`src/rtl/divider_pkg.sv`:
```
// -----------------------------------------------------------------------------
// divider_pkg
// Shared constants and FSM encoding for the 16/8 sequential restoring divider.
//   DIVIDEND_WIDTH : dividend / quotient width
//   DIVISOR_WIDTH  : divisor / remainder width
//   REM_WIDTH      : partial-remainder width (one guard bit above the divisor)
//   STEP_COUNT     : restoring steps per division (one per dividend bit)
//   CNT_WIDTH      : step counter width
//   state_e        : IDLE / RUN / DONE encoding
// -----------------------------------------------------------------------------
`timescale 1ns/1ps

package divider_pkg;

    localparam int DIVIDEND_WIDTH = 16;
    localparam int DIVISOR_WIDTH  = 8;
    localparam int REM_WIDTH      = 9;
    localparam int STEP_COUNT     = 16;
    localparam int CNT_WIDTH      = 5;

    // Counter value seen during the final restoring step.
    localparam logic [CNT_WIDTH-1:0] LAST_STEP = 5'd15;

    typedef enum logic [1:0] {
        ST_IDLE = 2'd0,
        ST_RUN  = 2'd1,
        ST_DONE = 2'd2
    } state_e;

endpackage : divider_pkg

```
`src/rtl/seq_divider_16x8_div_step.sv`:
```
// -----------------------------------------------------------------------------
// div_step
// One combinational restoring-division step.
//   rem_i     : current 9-bit partial remainder (always < divisor_i)
//   divisor_i : 8-bit divisor
//   bit_i     : next dividend bit, MSB first
//   rem_o     : partial remainder after this step
//   q_bit_o   : quotient bit produced by this step
// -----------------------------------------------------------------------------
`timescale 1ns/1ps

module div_step
    import divider_pkg::*;
(
    input  logic [REM_WIDTH-1:0]     rem_i,
    input  logic [DIVISOR_WIDTH-1:0] divisor_i,
    input  logic                     bit_i,
    output logic [REM_WIDTH-1:0]     rem_o,
    output logic                     q_bit_o
);

    logic [REM_WIDTH-1:0] shifted_s;
    logic [REM_WIDTH-1:0] diff_s;
    logic                 take_s;

    // Shift in the dividend bit, trial-subtract the divisor, keep or restore.
    always_comb begin
        shifted_s = {rem_i[REM_WIDTH-2:0], bit_i};
        diff_s    = shifted_s - {1'b0, divisor_i};
        // With rem_i < divisor the shifted value is < 2*divisor, so the 9-bit
        // difference is exact.  A set shifted MSB means the value is >= 256,
        // which already exceeds any divisor; otherwise the difference's MSB is
        // its sign.  A set rem_i MSB cannot occur for a legal remainder and is
        // treated as "subtract" so a corrupted value still converges.
        take_s = rem_i[REM_WIDTH-1] | shifted_s[REM_WIDTH-1] | ~diff_s[REM_WIDTH-1];
        if (take_s) begin
            rem_o   = diff_s;
            q_bit_o = 1'b1;
        end else begin
            rem_o   = shifted_s;
            q_bit_o = 1'b0;
        end
    end

endmodule : div_step

```
`src/rtl/seq_divider_16x8.sv`:
```
// -----------------------------------------------------------------------------
// seq_divider_16x8
// Sequential unsigned 16-bit / 8-bit restoring divider, one quotient bit per
// clock, MSB first.  Division by zero completes immediately with a flag.
//   clk         : clock, rising edge
//   rst         : asynchronous active-high reset
//   start       : request, sampled only in IDLE
//   dividend    : unsigned dividend, captured on an accepted start
//   divisor     : unsigned divisor, captured on an accepted start
//   busy        : high while the 16 restoring steps run
//   done        : one-cycle pulse, results valid
//   quotient    : floor(dividend / divisor), or all ones on divide by zero
//   remainder   : dividend mod divisor, or dividend[7:0] on divide by zero
//   div_by_zero : set with the results when the captured divisor was zero
// -----------------------------------------------------------------------------
`timescale 1ns/1ps

module seq_divider_16x8
    import divider_pkg::*;
#(
    parameter int DIVIDEND_W = 16,
    parameter int DIVISOR_W  = 8
) (
    input  logic                  clk,
    input  logic                  rst,
    input  logic                  start,
    input  logic [DIVIDEND_W-1:0] dividend,
    input  logic [DIVISOR_W-1:0]  divisor,
    output logic                  busy,
    output logic                  done,
    output logic [DIVIDEND_W-1:0] quotient,
    output logic [DIVISOR_W-1:0]  remainder,
    output logic                  div_by_zero
);

    state_e                      state_q;
    logic [DIVIDEND_WIDTH-1:0]   a_q;        // dividend bits shift out, quotient bits shift in
    logic [DIVISOR_WIDTH-1:0]    b_q;
    logic [REM_WIDTH-1:0]        rem_q;
    logic [CNT_WIDTH-1:0]        cnt_q;
    logic                        busy_q;
    logic                        done_q;
    logic [DIVIDEND_WIDTH-1:0]   quotient_q;
    logic [DIVISOR_WIDTH-1:0]    remainder_q;
    logic                        dbz_q;

    logic [REM_WIDTH-1:0]        rem_d;
    logic                        q_bit_d;
    logic [DIVIDEND_WIDTH-1:0]   a_d;

    div_step u_div_step (
        .rem_i     (rem_q),
        .divisor_i (b_q),
        .bit_i     (a_q[DIVIDEND_WIDTH-1]),
        .rem_o     (rem_d),
        .q_bit_o   (q_bit_d)
    );

    // After 16 shifts the dividend register holds the complete quotient.
    assign a_d = {a_q[DIVIDEND_WIDTH-2:0], q_bit_d};

    // Control FSM with the iteration datapath and registered results.
    always_ff @(posedge clk or posedge rst) begin
        if (rst) begin
            state_q     <= ST_IDLE;
            a_q         <= 16'd0;
            b_q         <= 8'd0;
            rem_q       <= 9'd0;
            cnt_q       <= 5'd0;
            busy_q      <= 1'b0;
            done_q      <= 1'b0;
            quotient_q  <= 16'd0;
            remainder_q <= 8'd0;
            dbz_q       <= 1'b0;
        end else begin
            done_q <= 1'b0;
            case (state_q)
                ST_IDLE: begin
                    if (start) begin
                        if (divisor == 8'd0) begin
                            // No iteration needed: publish the flagged result now.
                            quotient_q  <= 16'hFFFF;
                            remainder_q <= dividend[DIVISOR_WIDTH-1:0];
                            dbz_q       <= 1'b1;
                            done_q      <= 1'b1;
                            state_q     <= ST_DONE;
                        end else begin
                            a_q     <= dividend;
                            b_q     <= divisor;
                            rem_q   <= 9'd0;
                            cnt_q   <= 5'd0;
                            busy_q  <= 1'b1;
                            state_q <= ST_RUN;
                        end
                    end else begin
                        state_q <= ST_IDLE;
                    end
                end
                ST_RUN: begin
                    a_q   <= a_d;
                    rem_q <= rem_d;
                    cnt_q <= cnt_q + 5'd1;
                    if (cnt_q == LAST_STEP) begin
                        // Final step: the visible outputs change only here.
                        quotient_q  <= a_d;
                        remainder_q <= rem_d[DIVISOR_WIDTH-1:0];
                        dbz_q       <= 1'b0;
                        busy_q      <= 1'b0;
                        done_q      <= 1'b1;
                        state_q     <= ST_DONE;
                    end else begin
                        state_q <= ST_RUN;
                    end
                end
                ST_DONE: begin
                    state_q <= ST_IDLE;
                end
                default: begin
                    busy_q  <= 1'b0;
                    state_q <= ST_IDLE;
                end
            endcase
        end
    end

    assign busy        = busy_q;
    assign done        = done_q;
    assign quotient    = quotient_q;
    assign remainder   = remainder_q;
    assign div_by_zero = dbz_q;

endmodule : seq_divider_16x8

```
`config.mk`:
```
export PLATFORM = sky130hd
export DESIGN_NAME = seq_divider_16x8
export DESIGN_NICKNAME = d
export VERILOG_FILES = /design/src/rtl/divider_pkg.sv /design/src/rtl/seq_divider_16x8_div_step.sv /design/src/rtl/seq_divider_16x8.sv
export SDC_FILE = /design/constraint.sdc
export NUM_CORES = 1
export LEC_CHECK = 0
export BUFFER_PORTS_ARGS = -buffer_cell sky130_fd_sc_hd__buf_2
export CAP_MARGIN = 30
export CORE_UTILIZATION = 60
export DETAILED_ROUTE_END_ITERATION = 16
export PLACE_DENSITY_LB_ADDON = 0.12
export SYNTH_ARGS = -nofsm -noshare
export SYNTH_HDL_FRONTEND = slang
export SYNTH_SLANG_ARGS = --single-unit
export TNS_END_PERCENT = 100
```
`constraint.sdc`:
```
create_clock -name clk -period 4.7 [get_ports clk]
set_clock_uncertainty 0.15 [all_clocks]
set_input_delay 0.94 -clock clk [delete_from_list [all_inputs] [get_ports clk]]
set_output_delay 0.94 -clock clk [all_outputs]
set_load 0.005 [all_outputs]
```
==> results.cfg <==
[clock_tree]
path_clk_slew_ns = 0.08
numClockSinks = 66
clk_latency_ns = 0.34
cts_tree = done
htree_levels = 3
cts_buffer_depth = 2
cts_made_buffers = 9
cts_setup_buffers = 0
cts_resized = 0
root_buffer = clkbuf_8
cts_hold_buffers = 0

[timing]
fmax_mhz = 335
hold_viol = 0
fin_ws_ns = 1.72
fin_crit_sh = 0.635
layout_min_cycle_time_ns = 2.98
setup_tns_ns = 0
drv_slew = 0
worst_slew_pin_slew_ns = 0.981
rsz0062_at_grt = no
maxSlewHeadroom = 0.345
setup_viol = 0

[worst_setup_path]
worstSetupStartpointType = flop
end_kind = flop
crit_required_ns = 4.83
crit_type = flop to flop
cp_max_fo = 11
cp_data_arrival_time_ns = 3.12
critPathTopFamily = simple AND/OR/NAND/NOR gates
crit_buf_inv = 2
cpMaxStageDelayCell = nor3_2
max_stage_delay_ns = 0.64
critical_path.cell_chain = inv_1 -> ha_1 -> inv_1 -> fa_1 -> a211oi_2 -> nor3_2 -> nor3_2 -> mux2i_1 -> o22a_1

[routing]
route.detailed.wl_per_inst_um = 15.5
antenna_left = 0
wirelength_um = 7880
dr.first_iter.drc_count = 225
vias_per_cell = 5.91
routed-via-count = 2995
first_pass_iters = 6
drc_errors = 0

[floorplan]
start_util = 0.624
die_height_um = 77.7
die_x_um = 77.7
dieArea_um2 = 6030
coreArea_um2 = 5510
rows = 27
io_pins = 54

[synthesis]
postSynthAreaPerCell_um2 = 8.95
synthTopCellsByArea = dfrtp_1, nand2_1, nor2_1
async_reset_ff_frac = 1.00
syn-instance-count = 384
synth.distinct_cells = 54
seq_area_frac_synth = 0.481
yosys.area.top_type_share = 0.481
syn_area_um2 = 3440
ys_ff_latch = 66
ys_warn_count = 0
yosysTopAreaCell = dfrtp_1
synth-edff-count = 0
yosys_most_used_dff = dfrtp_1
syn_nets = 422

[finish]
syn_to_final_growth_pct = 13.9
final_cell_mix = dfrtp_1, nand2_1, buf_2
layout.cells.non_filler = 507
drive_gt1_frac = 0.198
fin_area_um2 = 3920
layout_commonest_cell = dfrtp_1
layout.nets = 468
diodes = 0

[worst_hold_path]
min_path_type = flop to flop

[global_routing]
grtUsageTotal = 0.279
gr-total-overflow = 0
grt_pass1_vias = 2811
grt_antenna_before_repair = 0
grt_max_degree = 45
grt_pass1_wl_um = 13000

[run]
drv_cap = 0

[placement]
io_buffers = 53
gp_congestion = 0.900
post-place-ws_ns = 1.65
dpl-instance-area_um2 = 3730
dp.cells = 491
dp_hpwl_um = 5380

[power_and_ir_drop]
p_total_mw = 3.18
peakVddDrop_mv = 0.481
p_leak_nw = 1.77
p_per_area_nw_per_um2 = 812

[run_status]
outcome = finished, final reports clean
## cell usage after synthesis (2+ instances only)
| cell | count |
|---|---|
| dfrtp_1 | 66 |
| nand2_1 | 55 |
| nor2_1 | 53 |
| o21ai_0 | 24 |
| a21oi_1 | 22 |
| a31oi_1 | 19 |
| inv_1 | 17 |
| nand3_1 | 15 |
| buf_2 | 11 |
| clkbuf_1 | 10 |
| ha_1 | 10 |
| or3_1 | 7 |
| a21o_1 | 5 |
| o2111ai_1 | 5 |
| a32oi_1 | 4 |
| mux2i_1 | 3 |
| nor2b_1 | 3 |
| nor3_2 | 3 |
| nor3b_1 | 3 |
| o21a_1 | 3 |
| o21ai_1 | 3 |
| o31ai_1 | 3 |
| and3_1 | 2 |
| buf_4 | 2 |
| nor4_2 | 2 |
| o21bai_1 | 2 |
| o22a_1 | 2 |
| o22ai_1 | 2 |
| o2bb2ai_1 | 2 |
| xnor2_1 | 2 |
## layer usage
metal,track usage,vias up,share of wire
li1,-,1451,-
met1,0.368,1437,0.46
met2,0.456,96,0.47
met3,0.0518,11,0.051
met4,0.111,0,0.013
met5,0,-,0
## area by class of cell
| class | count | area [um2] |
|---|---|---|
| Clock buffer | 11 | 131 |
| Clock inverter | 5 | 55.1 |
| Fill cell | 432 | 1590 |
| Inverter | 17 | 63.8 |
| Multi-Input combinational cell | 278 | 1620 |
| Sequential cell | 66 | 1650 |
| Tap cell | 72 | 90.1 |
| Timing Repair Buffer | 58 | 303 |
## sequential cells by signal (all words and copies together) (netlist names)
| register | count |
|---|---|
| a_q | 16 |
| b_q | 8 |
| busy | 1 |
| cnt_q | 5 |
| div_by_zero | 1 |
| done | 1 |
| quotient | 16 |
| rem_q | 9 |
| remainder | 8 |
| state_q | 1 |
## metrics by stage
| stage | util | hold slack (ns) |
|---|---|---|
| final | 0.711 | 0.334 |
| after global routing | 0.711 | 0.372 |
| after CTS | 0.711 | 0.336 |
| after detailed placement | 0.677 | 0.321 |
| after global placement | 0.677 | 0.312 |
| after floorplan | - | 0.322 |
## path summary, 6_finish.rpt
check	startpoint	to	slack (ns)	cells past startpoint
max in group asynchronous	rst	cnt_q[1]	2.91	3
setup / recovery	a_q[15]	remainder[1]	1.72	9
hold reg to reg	busy	busy	0.33	1
min in group asynchronous	rst	busy	0.60	2
setup reg to reg	a_q[15]	remainder[1]	1.72	9
hold / removal	busy	busy	0.33	1
## logic make-up (layout without fill, tap and decap cells)
kind of cell	after synthesis	count (layout)	share of synthesized area
buffers and inverters	40	91	0.0499
multiplexers	4	4	0.0120
adder cells (fa/ha/maj)	11	11	0.0422
XOR/XNOR	3	3	0.00765
AND/OR/NAND/NOR	152	152	0.203
flip-flops	66	66	0.481
AO/OA/AOI/OAI	108	108	0.205
## report_power, final
part / internal (mW) / switching (mW)
Combinational: 0.679 / 1.01
Sequential: 0.840 / 0.190
Clock: 0.244 / 0.221
Total: 1.76 / 1.42
(Power assumes the default switching activity.)
